### config.mk
export PLATFORM = sky130hd
export DESIGN_NAME = io_stage_flat
export DESIGN_NICKNAME = d
export VERILOG_FILES = /design/src/rtl/io_stage_if.sv /design/src/rtl/io_stage.sv /design/src/flat_wrapper.sv
export SDC_FILE = /design/constraint.sdc
export NUM_CORES = 1
export LEC_CHECK = 0
export ABC_AREA = 1
export CELL_PAD_IN_SITES_DETAIL_PLACEMENT = 2
export CELL_PAD_IN_SITES_GLOBAL_PLACEMENT = 2
export CORE_MARGIN = 2
export CORE_UTILIZATION = 24
export DETAILED_ROUTE_END_ITERATION = 8
export PLACE_DENSITY = 0.79
export SLEW_MARGIN = 0
export SYNTH_ARGS = -nofsm -noshare
export SYNTH_HDL_FRONTEND = slang
export SYNTH_SLANG_ARGS = --single-unit
### constraint.sdc
create_clock -name clock -period 4.7 [get_ports clock]
set_input_delay 1.175 -clock clock [delete_from_list [all_inputs] [get_ports clock]]
set_output_delay 1.175 -clock clock [all_outputs]
set_load 0.005 [all_outputs]
### src/rtl/io_stage_if.sv
// Boundary signals of the memory-response stage: EX entry bus, data-memory read
// response, WB handshake/flush, the io_to_wb bus and the ID back-pass bus.
interface io_stage_if;
    // EX -> IO entry
    logic        ex_valid;
    logic [31:0] ex_program_count;
    logic [31:0] ex_alu_result;
    logic [2:0]  ex_load_type;
    logic [31:0] ex_rt_value;
    logic        ex_rf_write_enabled;
    logic [4:0]  ex_rf_address;
    logic        ex_data_request_issued;
    logic        ex_exception_valid;
    logic [4:0]  ex_exception_code;
    logic        ex_eret_flush;
    logic        ex_in_delay_slot;
    logic        ex_move_to_cp0;
    logic [4:0]  ex_cp0_address_register;
    logic [2:0]  ex_cp0_address_select;
    logic        io_allow_in;

    // data-memory read response and WB side controls
    logic        data_response_valid;
    logic [31:0] data_response_data;
    logic        wb_allow_in;
    logic        flush;

    // IO -> WB
    logic        wb_valid;
    logic [31:0] wb_program_count;
    logic [31:0] wb_final_result;
    logic        wb_rf_write_enabled;
    logic [3:0]  wb_rf_write_strobe;
    logic [4:0]  wb_rf_address;
    logic        wb_exception_valid;
    logic [4:0]  wb_exception_code;
    logic        wb_eret_flush;
    logic        wb_in_delay_slot;
    logic        wb_move_to_cp0;
    logic [4:0]  wb_cp0_address_register;
    logic [2:0]  wb_cp0_address_select;
    logic [31:0] wb_rt_value;

    // IO -> ID back-pass
    logic        bp_valid;
    logic        bp_data_pending;
    logic [4:0]  bp_write_register;
    logic [3:0]  bp_write_strobe;
    logic [31:0] bp_write_data;

    modport master (
        output ex_valid, ex_program_count, ex_alu_result, ex_load_type, ex_rt_value,
               ex_rf_write_enabled, ex_rf_address, ex_data_request_issued,
               ex_exception_valid, ex_exception_code, ex_eret_flush, ex_in_delay_slot,
               ex_move_to_cp0, ex_cp0_address_register, ex_cp0_address_select,
               data_response_valid, data_response_data, wb_allow_in, flush,
        input  io_allow_in,
               wb_valid, wb_program_count, wb_final_result, wb_rf_write_enabled,
               wb_rf_write_strobe, wb_rf_address, wb_exception_valid, wb_exception_code,
               wb_eret_flush, wb_in_delay_slot, wb_move_to_cp0, wb_cp0_address_register,
               wb_cp0_address_select, wb_rt_value,
               bp_valid, bp_data_pending, bp_write_register, bp_write_strobe, bp_write_data
    );

    modport slave (
        input  ex_valid, ex_program_count, ex_alu_result, ex_load_type, ex_rt_value,
               ex_rf_write_enabled, ex_rf_address, ex_data_request_issued,
               ex_exception_valid, ex_exception_code, ex_eret_flush, ex_in_delay_slot,
               ex_move_to_cp0, ex_cp0_address_register, ex_cp0_address_select,
               data_response_valid, data_response_data, wb_allow_in, flush,
        output io_allow_in,
               wb_valid, wb_program_count, wb_final_result, wb_rf_write_enabled,
               wb_rf_write_strobe, wb_rf_address, wb_exception_valid, wb_exception_code,
               wb_eret_flush, wb_in_delay_slot, wb_move_to_cp0, wb_cp0_address_register,
               wb_cp0_address_select, wb_rt_value,
               bp_valid, bp_data_pending, bp_write_register, bp_write_strobe, bp_write_data
    );
endinterface

### src/rtl/io_stage.sv
// Memory-response stage of the 5-stage MIPS core: waits for load data, aligns and
// extends it, and drops responses that belong to instructions killed by a flush.
module io_stage #(
    parameter int DISCARD_WIDTH = 2
) (
    input  logic      clock,
    input  logic      reset,
    io_stage_if.slave bus
);

    localparam logic [1:0] S_IDLE = 2'd0;
    localparam logic [1:0] S_WAIT = 2'd1;
    localparam logic [1:0] S_HOLD = 2'd2;

    localparam logic [2:0] LT_LB  = 3'd1;
    localparam logic [2:0] LT_LBU = 3'd2;
    localparam logic [2:0] LT_LH  = 3'd3;
    localparam logic [2:0] LT_LHU = 3'd4;
    localparam logic [2:0] LT_LW  = 3'd5;
    localparam logic [2:0] LT_LWL = 3'd6;
    localparam logic [2:0] LT_LWR = 3'd7;

    function automatic logic [31:0] f_load_data(input logic [2:0]  lt,
                                                input logic [1:0]  off,
                                                input logic [31:0] d,
                                                input logic [31:0] alu);
        logic [31:0] shifted;
        logic [15:0] half;
        logic [31:0] res;
        shifted = d >> {off, 3'b000};
        half    = off[1] ? d[31:16] : d[15:0];
        case (lt)
            LT_LB:   res = {{24{shifted[7]}}, shifted[7:0]};
            LT_LBU:  res = {24'h000000, shifted[7:0]};
            LT_LH:   res = {{16{half[15]}}, half};
            LT_LHU:  res = {16'h0000, half};
            LT_LW:   res = d;
            LT_LWL:  res = d << {~off, 3'b000};
            LT_LWR:  res = shifted;
            default: res = alu;
        endcase
        return res;
    endfunction

    // lwl/lwr only touch the register bytes the unaligned word actually covers
    function automatic logic [3:0] f_load_strobe(input logic [2:0] lt,
                                                 input logic [1:0] off);
        logic [3:0] s;
        case (lt)
            LT_LWL:  s = 4'b1111 << ~off;
            LT_LWR:  s = 4'b1111 >> off;
            default: s = 4'b1111;
        endcase
        return s;
    endfunction

    logic                     r_io_valid;
    logic [1:0]               r_state;
    logic [DISCARD_WIDTH-1:0] r_discard_count;
    logic [31:0]              r_held_data;

    logic [31:0] r_program_count;
    logic [31:0] r_alu_result;
    logic [2:0]  r_load_type;
    logic [31:0] r_rt_value;
    logic        r_rf_write_enabled;
    logic [4:0]  r_rf_address;
    logic        r_exception_valid;
    logic [4:0]  r_exception_code;
    logic        r_eret_flush;
    logic        r_in_delay_slot;
    logic        r_move_to_cp0;
    logic [4:0]  r_cp0_address_register;
    logic [2:0]  r_cp0_address_select;

    logic        w_resp_take;
    logic        w_ready_go;
    logic        w_allow_in;
    logic        w_latch;
    logic        w_leave;
    logic [31:0] w_word;
    logic [31:0] w_final_result;
    logic [3:0]  w_strobe;
    logic        w_rf_we;
    logic        w_disc_inc;
    logic        w_disc_dec;
    logic        w_disc_max;

    // a response only belongs to the current entry once all stale ones are drained
    assign w_resp_take = bus.data_response_valid && (r_discard_count == '0);
    assign w_ready_go  = r_io_valid && ((r_state != S_WAIT) || w_resp_take);
    assign w_allow_in  = !r_io_valid || (w_ready_go && bus.wb_allow_in);
    assign w_latch     = w_allow_in && bus.ex_valid && !bus.flush;
    assign w_leave     = w_ready_go && bus.wb_allow_in;
    assign w_word      = (r_state == S_HOLD) ? r_held_data : bus.data_response_data;
    assign w_rf_we     = r_rf_write_enabled && !r_exception_valid;

    assign w_final_result = f_load_data(r_load_type, r_alu_result[1:0], w_word, r_alu_result);
    assign w_strobe       = f_load_strobe(r_load_type, r_alu_result[1:0]);

    assign w_disc_inc = bus.flush && r_io_valid && (r_state == S_WAIT) && !w_resp_take;
    assign w_disc_dec = bus.data_response_valid && (r_discard_count != '0);
    assign w_disc_max = (r_discard_count == '1);

    always_ff @(posedge clock) begin
        if (reset) begin
            r_io_valid  <= 1'b0;
            r_state     <= S_IDLE;
            r_held_data <= '0;
        end else if (bus.flush) begin
            r_io_valid <= 1'b0;
            r_state    <= S_IDLE;
        end else if (w_latch) begin
            r_io_valid <= 1'b1;
            r_state    <= (bus.ex_data_request_issued && !bus.ex_exception_valid) ? S_WAIT : S_IDLE;
        end else if (w_leave) begin
            r_io_valid <= 1'b0;
            r_state    <= S_IDLE;
        end else if ((r_state == S_WAIT) && w_resp_take) begin
            r_state     <= S_HOLD;
            r_held_data <= bus.data_response_data;
        end
    end

    always_ff @(posedge clock) begin
        if (reset) begin
            r_discard_count <= '0;
        end else if (w_disc_inc && !w_disc_dec) begin
            if (!w_disc_max) begin
                r_discard_count <= r_discard_count + DISCARD_WIDTH'(1);
            end
        end else if (!w_disc_inc && w_disc_dec) begin
            r_discard_count <= r_discard_count - DISCARD_WIDTH'(1);
        end
    end

    a_discard_no_overflow: assert property (@(posedge clock) disable iff (reset)
        !(w_disc_inc && !w_disc_dec && w_disc_max));

    always_ff @(posedge clock) begin
        if (w_latch) begin
            r_program_count        <= bus.ex_program_count;
            r_alu_result           <= bus.ex_alu_result;
            r_load_type            <= bus.ex_load_type;
            r_rt_value             <= bus.ex_rt_value;
            r_rf_write_enabled     <= bus.ex_rf_write_enabled;
            r_rf_address           <= bus.ex_rf_address;
            r_exception_valid      <= bus.ex_exception_valid;
            r_exception_code       <= bus.ex_exception_code;
            r_eret_flush           <= bus.ex_eret_flush;
            r_in_delay_slot        <= bus.ex_in_delay_slot;
            r_move_to_cp0          <= bus.ex_move_to_cp0;
            r_cp0_address_register <= bus.ex_cp0_address_register;
            r_cp0_address_select   <= bus.ex_cp0_address_select;
        end
    end

    assign bus.io_allow_in = w_allow_in;

    assign bus.wb_valid                = w_ready_go && !bus.flush;
    assign bus.wb_program_count        = r_program_count;
    assign bus.wb_final_result         = w_final_result;
    assign bus.wb_rf_write_enabled     = w_rf_we;
    assign bus.wb_rf_write_strobe      = w_strobe;
    assign bus.wb_rf_address           = r_rf_address;
    assign bus.wb_exception_valid      = r_exception_valid;
    assign bus.wb_exception_code       = r_exception_code;
    assign bus.wb_eret_flush           = r_eret_flush;
    assign bus.wb_in_delay_slot        = r_in_delay_slot;
    assign bus.wb_move_to_cp0          = r_move_to_cp0;
    assign bus.wb_cp0_address_register = r_cp0_address_register;
    assign bus.wb_cp0_address_select   = r_cp0_address_select;
    assign bus.wb_rt_value             = r_rt_value;

    // ID must stall rather than forward while the load data is still outstanding
    assign bus.bp_valid          = r_io_valid && w_rf_we;
    assign bus.bp_data_pending   = bus.bp_valid && (r_state == S_WAIT) && !w_resp_take;
    assign bus.bp_write_register = r_rf_address;
    assign bus.bp_write_strobe   = w_strobe;
    assign bus.bp_write_data     = w_final_result;

endmodule

### src/flat_wrapper.sv
// flat-port wrapper written by rule: the top's interface ports become plain ports
module io_stage_flat 
#(
    parameter int DISCARD_WIDTH = 2
)
  (clock, reset, bus_ex_valid, bus_ex_program_count, bus_ex_alu_result, bus_ex_load_type, bus_ex_rt_value, bus_ex_rf_write_enabled, bus_ex_rf_address, bus_ex_data_request_issued, bus_ex_exception_valid, bus_ex_exception_code, bus_ex_eret_flush, bus_ex_in_delay_slot, bus_ex_move_to_cp0, bus_ex_cp0_address_register, bus_ex_cp0_address_select, bus_data_response_valid, bus_data_response_data, bus_wb_allow_in, bus_flush, bus_io_allow_in, bus_wb_valid, bus_wb_program_count, bus_wb_final_result, bus_wb_rf_write_enabled, bus_wb_rf_write_strobe, bus_wb_rf_address, bus_wb_exception_valid, bus_wb_exception_code, bus_wb_eret_flush, bus_wb_in_delay_slot, bus_wb_move_to_cp0, bus_wb_cp0_address_register, bus_wb_cp0_address_select, bus_wb_rt_value, bus_bp_valid, bus_bp_data_pending, bus_bp_write_register, bus_bp_write_strobe, bus_bp_write_data);
  io_stage_if bus_i ();
  input  logic clock;
  input  logic reset;
  input wire logic [$bits(bus_i.ex_valid)-1:0] bus_ex_valid;
  input wire logic [$bits(bus_i.ex_program_count)-1:0] bus_ex_program_count;
  input wire logic [$bits(bus_i.ex_alu_result)-1:0] bus_ex_alu_result;
  input wire logic [$bits(bus_i.ex_load_type)-1:0] bus_ex_load_type;
  input wire logic [$bits(bus_i.ex_rt_value)-1:0] bus_ex_rt_value;
  input wire logic [$bits(bus_i.ex_rf_write_enabled)-1:0] bus_ex_rf_write_enabled;
  input wire logic [$bits(bus_i.ex_rf_address)-1:0] bus_ex_rf_address;
  input wire logic [$bits(bus_i.ex_data_request_issued)-1:0] bus_ex_data_request_issued;
  input wire logic [$bits(bus_i.ex_exception_valid)-1:0] bus_ex_exception_valid;
  input wire logic [$bits(bus_i.ex_exception_code)-1:0] bus_ex_exception_code;
  input wire logic [$bits(bus_i.ex_eret_flush)-1:0] bus_ex_eret_flush;
  input wire logic [$bits(bus_i.ex_in_delay_slot)-1:0] bus_ex_in_delay_slot;
  input wire logic [$bits(bus_i.ex_move_to_cp0)-1:0] bus_ex_move_to_cp0;
  input wire logic [$bits(bus_i.ex_cp0_address_register)-1:0] bus_ex_cp0_address_register;
  input wire logic [$bits(bus_i.ex_cp0_address_select)-1:0] bus_ex_cp0_address_select;
  input wire logic [$bits(bus_i.data_response_valid)-1:0] bus_data_response_valid;
  input wire logic [$bits(bus_i.data_response_data)-1:0] bus_data_response_data;
  input wire logic [$bits(bus_i.wb_allow_in)-1:0] bus_wb_allow_in;
  input wire logic [$bits(bus_i.flush)-1:0] bus_flush;
  output wire logic [$bits(bus_i.io_allow_in)-1:0] bus_io_allow_in;
  output wire logic [$bits(bus_i.wb_valid)-1:0] bus_wb_valid;
  output wire logic [$bits(bus_i.wb_program_count)-1:0] bus_wb_program_count;
  output wire logic [$bits(bus_i.wb_final_result)-1:0] bus_wb_final_result;
  output wire logic [$bits(bus_i.wb_rf_write_enabled)-1:0] bus_wb_rf_write_enabled;
  output wire logic [$bits(bus_i.wb_rf_write_strobe)-1:0] bus_wb_rf_write_strobe;
  output wire logic [$bits(bus_i.wb_rf_address)-1:0] bus_wb_rf_address;
  output wire logic [$bits(bus_i.wb_exception_valid)-1:0] bus_wb_exception_valid;
  output wire logic [$bits(bus_i.wb_exception_code)-1:0] bus_wb_exception_code;
  output wire logic [$bits(bus_i.wb_eret_flush)-1:0] bus_wb_eret_flush;
  output wire logic [$bits(bus_i.wb_in_delay_slot)-1:0] bus_wb_in_delay_slot;
  output wire logic [$bits(bus_i.wb_move_to_cp0)-1:0] bus_wb_move_to_cp0;
  output wire logic [$bits(bus_i.wb_cp0_address_register)-1:0] bus_wb_cp0_address_register;
  output wire logic [$bits(bus_i.wb_cp0_address_select)-1:0] bus_wb_cp0_address_select;
  output wire logic [$bits(bus_i.wb_rt_value)-1:0] bus_wb_rt_value;
  output wire logic [$bits(bus_i.bp_valid)-1:0] bus_bp_valid;
  output wire logic [$bits(bus_i.bp_data_pending)-1:0] bus_bp_data_pending;
  output wire logic [$bits(bus_i.bp_write_register)-1:0] bus_bp_write_register;
  output wire logic [$bits(bus_i.bp_write_strobe)-1:0] bus_bp_write_strobe;
  output wire logic [$bits(bus_i.bp_write_data)-1:0] bus_bp_write_data;
  assign bus_i.ex_valid = bus_ex_valid;
  assign bus_i.ex_program_count = bus_ex_program_count;
  assign bus_i.ex_alu_result = bus_ex_alu_result;
  assign bus_i.ex_load_type = bus_ex_load_type;
  assign bus_i.ex_rt_value = bus_ex_rt_value;
  assign bus_i.ex_rf_write_enabled = bus_ex_rf_write_enabled;
  assign bus_i.ex_rf_address = bus_ex_rf_address;
  assign bus_i.ex_data_request_issued = bus_ex_data_request_issued;
  assign bus_i.ex_exception_valid = bus_ex_exception_valid;
  assign bus_i.ex_exception_code = bus_ex_exception_code;
  assign bus_i.ex_eret_flush = bus_ex_eret_flush;
  assign bus_i.ex_in_delay_slot = bus_ex_in_delay_slot;
  assign bus_i.ex_move_to_cp0 = bus_ex_move_to_cp0;
  assign bus_i.ex_cp0_address_register = bus_ex_cp0_address_register;
  assign bus_i.ex_cp0_address_select = bus_ex_cp0_address_select;
  assign bus_i.data_response_valid = bus_data_response_valid;
  assign bus_i.data_response_data = bus_data_response_data;
  assign bus_i.wb_allow_in = bus_wb_allow_in;
  assign bus_i.flush = bus_flush;
  assign bus_io_allow_in = bus_i.io_allow_in;
  assign bus_wb_valid = bus_i.wb_valid;
  assign bus_wb_program_count = bus_i.wb_program_count;
  assign bus_wb_final_result = bus_i.wb_final_result;
  assign bus_wb_rf_write_enabled = bus_i.wb_rf_write_enabled;
  assign bus_wb_rf_write_strobe = bus_i.wb_rf_write_strobe;
  assign bus_wb_rf_address = bus_i.wb_rf_address;
  assign bus_wb_exception_valid = bus_i.wb_exception_valid;
  assign bus_wb_exception_code = bus_i.wb_exception_code;
  assign bus_wb_eret_flush = bus_i.wb_eret_flush;
  assign bus_wb_in_delay_slot = bus_i.wb_in_delay_slot;
  assign bus_wb_move_to_cp0 = bus_i.wb_move_to_cp0;
  assign bus_wb_cp0_address_register = bus_i.wb_cp0_address_register;
  assign bus_wb_cp0_address_select = bus_i.wb_cp0_address_select;
  assign bus_wb_rt_value = bus_i.wb_rt_value;
  assign bus_bp_valid = bus_i.bp_valid;
  assign bus_bp_data_pending = bus_i.bp_data_pending;
  assign bus_bp_write_register = bus_i.bp_write_register;
  assign bus_bp_write_strobe = bus_i.bp_write_strobe;
  assign bus_bp_write_data = bus_i.bp_write_data;
  io_stage #(.DISCARD_WIDTH(DISCARD_WIDTH)) u_core (.clock(clock), .reset(reset), .bus(bus_i));
endmodule
==> results of run 1 <==
## state kept, by name, summed over array words and instances (netlist names)
| signal | count |
|---|---|
| u_core.bus.wb_exception_valid | 1 |
| u_core.bus.wb_move_to_cp0 | 1 |
| u_core.r_io_valid | 1 |
| u_core.bus.wb_cp0_address_register | 5 |
| u_core.r_discard_count | 2 |
| u_core.r_load_type | 3 |
| u_core.bus.bp_write_register | 5 |
| u_core.r_state | 2 |
| u_core.bus.wb_cp0_address_select | 3 |
| u_core.bus.wb_eret_flush | 1 |
| u_core.bus.wb_rt_value | 32 |
| u_core.bus.wb_in_delay_slot | 1 |
| u_core.r_rf_write_enabled | 1 |
| u_core.r_alu_result | 32 |
| u_core.bus.wb_program_count | 32 |
| u_core.bus.wb_exception_code | 5 |
| u_core.r_held_data | 32 |
## layer usage
layer,global-route usage,wire length [microns],vias to the layer above
met5,0,26,-
met4,0.0697,911,4
met3,0.0600,2400,40
met2,0.394,19900,252
met1,0.206,13300,3915
li1,-,-,3745
## worst min-delay path by stage
stage,slack [ns],end
2_1_floorplan,0.47,u_core.r_state[0]$_SDFFE_PP0P_
3_3_place_gp,0.49,u_core.r_state[0]$_SDFFE_PP0P_
3_5_place_dp,0.51,u_core.r_state[0]$_SDFFE_PP0P_
4_1_cts,0.52,u_core.r_state[0]$_SDFFE_PP0P_
5_1_grt,0.56,u_core.r_held_data[6]$_SDFFE_PP0P_
6_report,0.51,u_core.r_state[0]$_SDFFE_PP0P_
## power breakdown
group	switching [mW]	internal [mW]	leakage, nW
clock	0.651	0.689	0.253
sequential	0.0179	1.57	1.44
combinational	0.276	0.331	3.35
total	0.944	2.59	5.05
## worst max-delay path: stages
cell             delay (ns)
clkdlybuf4s50_1        0.51
inv_1                  0.05
nand2_1                0.08
nand2_1                0.10
nand2_1                0.09
nand3_1                0.10
nand2_2                0.15
buf_4                  0.21
nand2_1                0.07
a21oi_1                0.25
clkdlybuf4s50_1        0.55
## metrics by stage
stage / std cells / util / total power, mW / hold WS, ns / setup WS, ns
after global placement: 1686 / 0.347 / 2.20 / 0.493 / 0.121
final: 1723 / 0.364 / 3.53 / 0.514 / 0.194
after floorplan: 972 / - / 1.84 / 0.468 / 0.253
after global routing: 1722 / 0.364 / 3.66 / 0.558 / 0.0816
after CTS: 1718 / 0.363 / 3.58 / 0.523 / 0.0355
after detailed placement: 1686 / 0.347 / 2.23 / 0.508 / 0.0419
## cell families after synthesis
family                 count (synthesis)  share of synthesized area
AND/OR/NAND/NOR                      598                      0.320
flip-flops                           159                      0.538
buffers and inverters                153                     0.0997
AO/OA/AOI/OAI                         62                     0.0419
## cell type report
type / instances / area, sq um
timing repair buffer: 350 / 3470
tap: 448 / 561
clock buffer: 19 / 433
inverter: 72 / 273
clock inverter: 13 / 105
fill: 3746 / 21300
multi-input combinational: 660 / 2960
antenna: 2 / 5.00
sequential: 159 / 4400
## timing repair
item	CTS	global route
buffers inserted	0	3
gates resized for setup	0	0
endpoints found under the setup margin	0	11
## cells in the final DEF, fill, tap and decap left out, drive strengths merged, types with 4 or more instances in the layout
master,count
clkbuf,19
edfxtp,122
clkdlybuf4s50,328
inv,77
buf,22
nand2,283
nor2,118
and2,8
o21ai,14
nand3,181
a21oi,41
clkinvlp,4
dfxtp,37
clkinv,4
==> results_dict.tcl, run 1 <==
set metrics [dict create \
    yosys_most_used_dff "edfxtp_1" \
    status "finished clean" \
    hpwl_mm 27.9 \
    crit_start "bus_data_response_data[15]" \
    drive_gt1_frac 0.0652 \
    grt_overflow 0 \
    r2r_slack_ns 2.07 \
    rows 67 \
    r2r_start "u_core.r_state[1]$_SDFFE_PP0P_" \
    hold_depth 2 \
    die-width_microns 189 \
    worstHoldPathType "register to register" \
    die_h_microns 189 \
    routed_via_density 4.62 \
    max_cap_viol_count 0 \
    cts_htree_levels 4 \
    numCtsBuffers 17 \
    async_flop_share 0 \
    clock_latency_ns 0.45 \
    hold_viol_final 0 \
    dpl-instance-area_sq_um 11600 \
    grt_pass1_vias 8822 \
    netlist.area_leader.share 0.448 \
    finalSetupViolations 0 \
    synth.net_count 1133 \
    fin_worst_skew_ns 0.0184 \
    end_kind "primary output" \
    grt_util_all_layers 0.204 \
    fin_area_sq_um 12200 \
    period_needed_ns 4.51 \
    clk_pin_slew_ns 0.07 \
    crit_type "input port to primary output" \
    cts.sinks 159 \
    drtIter0Drc 322 \
    synth.area.top_cells "edfxtp_1 (45%), nand2_1 (13%), nand3_1 (10%)" \
    cts_root_buf "clkbuf_16" \
    synth_edf_count 122 \
    top_level_ports 329 \
    rr_worst_depth 8 \
    synthTopCellsByCount "nand2_1 (277), nand3_1 (169), edfxtp_1 (122)" \
    clock.fmax_mhz 222 \
    grt_first_pass_wirelength_mm 53.6 \
    synth.distinct_cells 37 \
    ys_warn_count 0 \
    synthToLayoutAreaGrowth_pct 49.3 \
    rsz0062_at_grt "no" \
    yosys.cell_count.top_type "nand2_1" \
    worst_r2r_endpoint "u_core.bus.wb_program_count[30]$_DFFE_PP_" \
    critPathLaunchType "input port" \
    min_period_over_period 0.959 \
    cp_max_fo 9 \
    cts_tree "built" \
    clock_path_buffers 2 \
    maxSlewViolCount 0 \
    antenna_found_initial 4 \
    drt_wl_total_mm 36.5 \
    endpoint "bus_wb_final_result[7]" \
    wl_per_cell_microns 21.2 \
    final.setup.tns_ns 0 \
    hold_buffers 0 \
    fin_nets 1421 \
    ys_seq_area_frac 0.538 \
    numPortBuffers 328 \
    p_leak_nw 5.05 \
    postSynthCellCount 972 \
    grt_max_degree 65 \
    worst_slew_pin_slew_ns 0.717 \
    hold_start "u_core.r_state[0]$_SDFFE_PP0P_" \
    core_area_sq_um 33500 \
    vias 7956 \
    first_pass_iters 4 \
    start_util 0.244 \
    dieArea_sq_um 35600 \
    arrival_ns 3.33 \
    syn_area_sq_um 8180 \
    postSynthAreaPerCell_sq_um 8.42 \
    required_ns 3.52 \
    pwr_density_cell_nw_per_um2 289 \
    gp_congestion 0.833 \
    drcViolationCount 0 \
    slew_headroom 0.522 \
    ir_worst_vdd_v 0.000263 \
    synth_top_area_cell "edfxtp_1" \
    synth_seq_cells 159 \
    ant_nets 0 \
]
(Power assumes the default switching activity.)
==> run 2: changes to the inputs <==
- CAP_MARGIN: not set -> 20
==> results of run 2 <==
No change in the layout: final DEF, timing and power equal those of run 1.
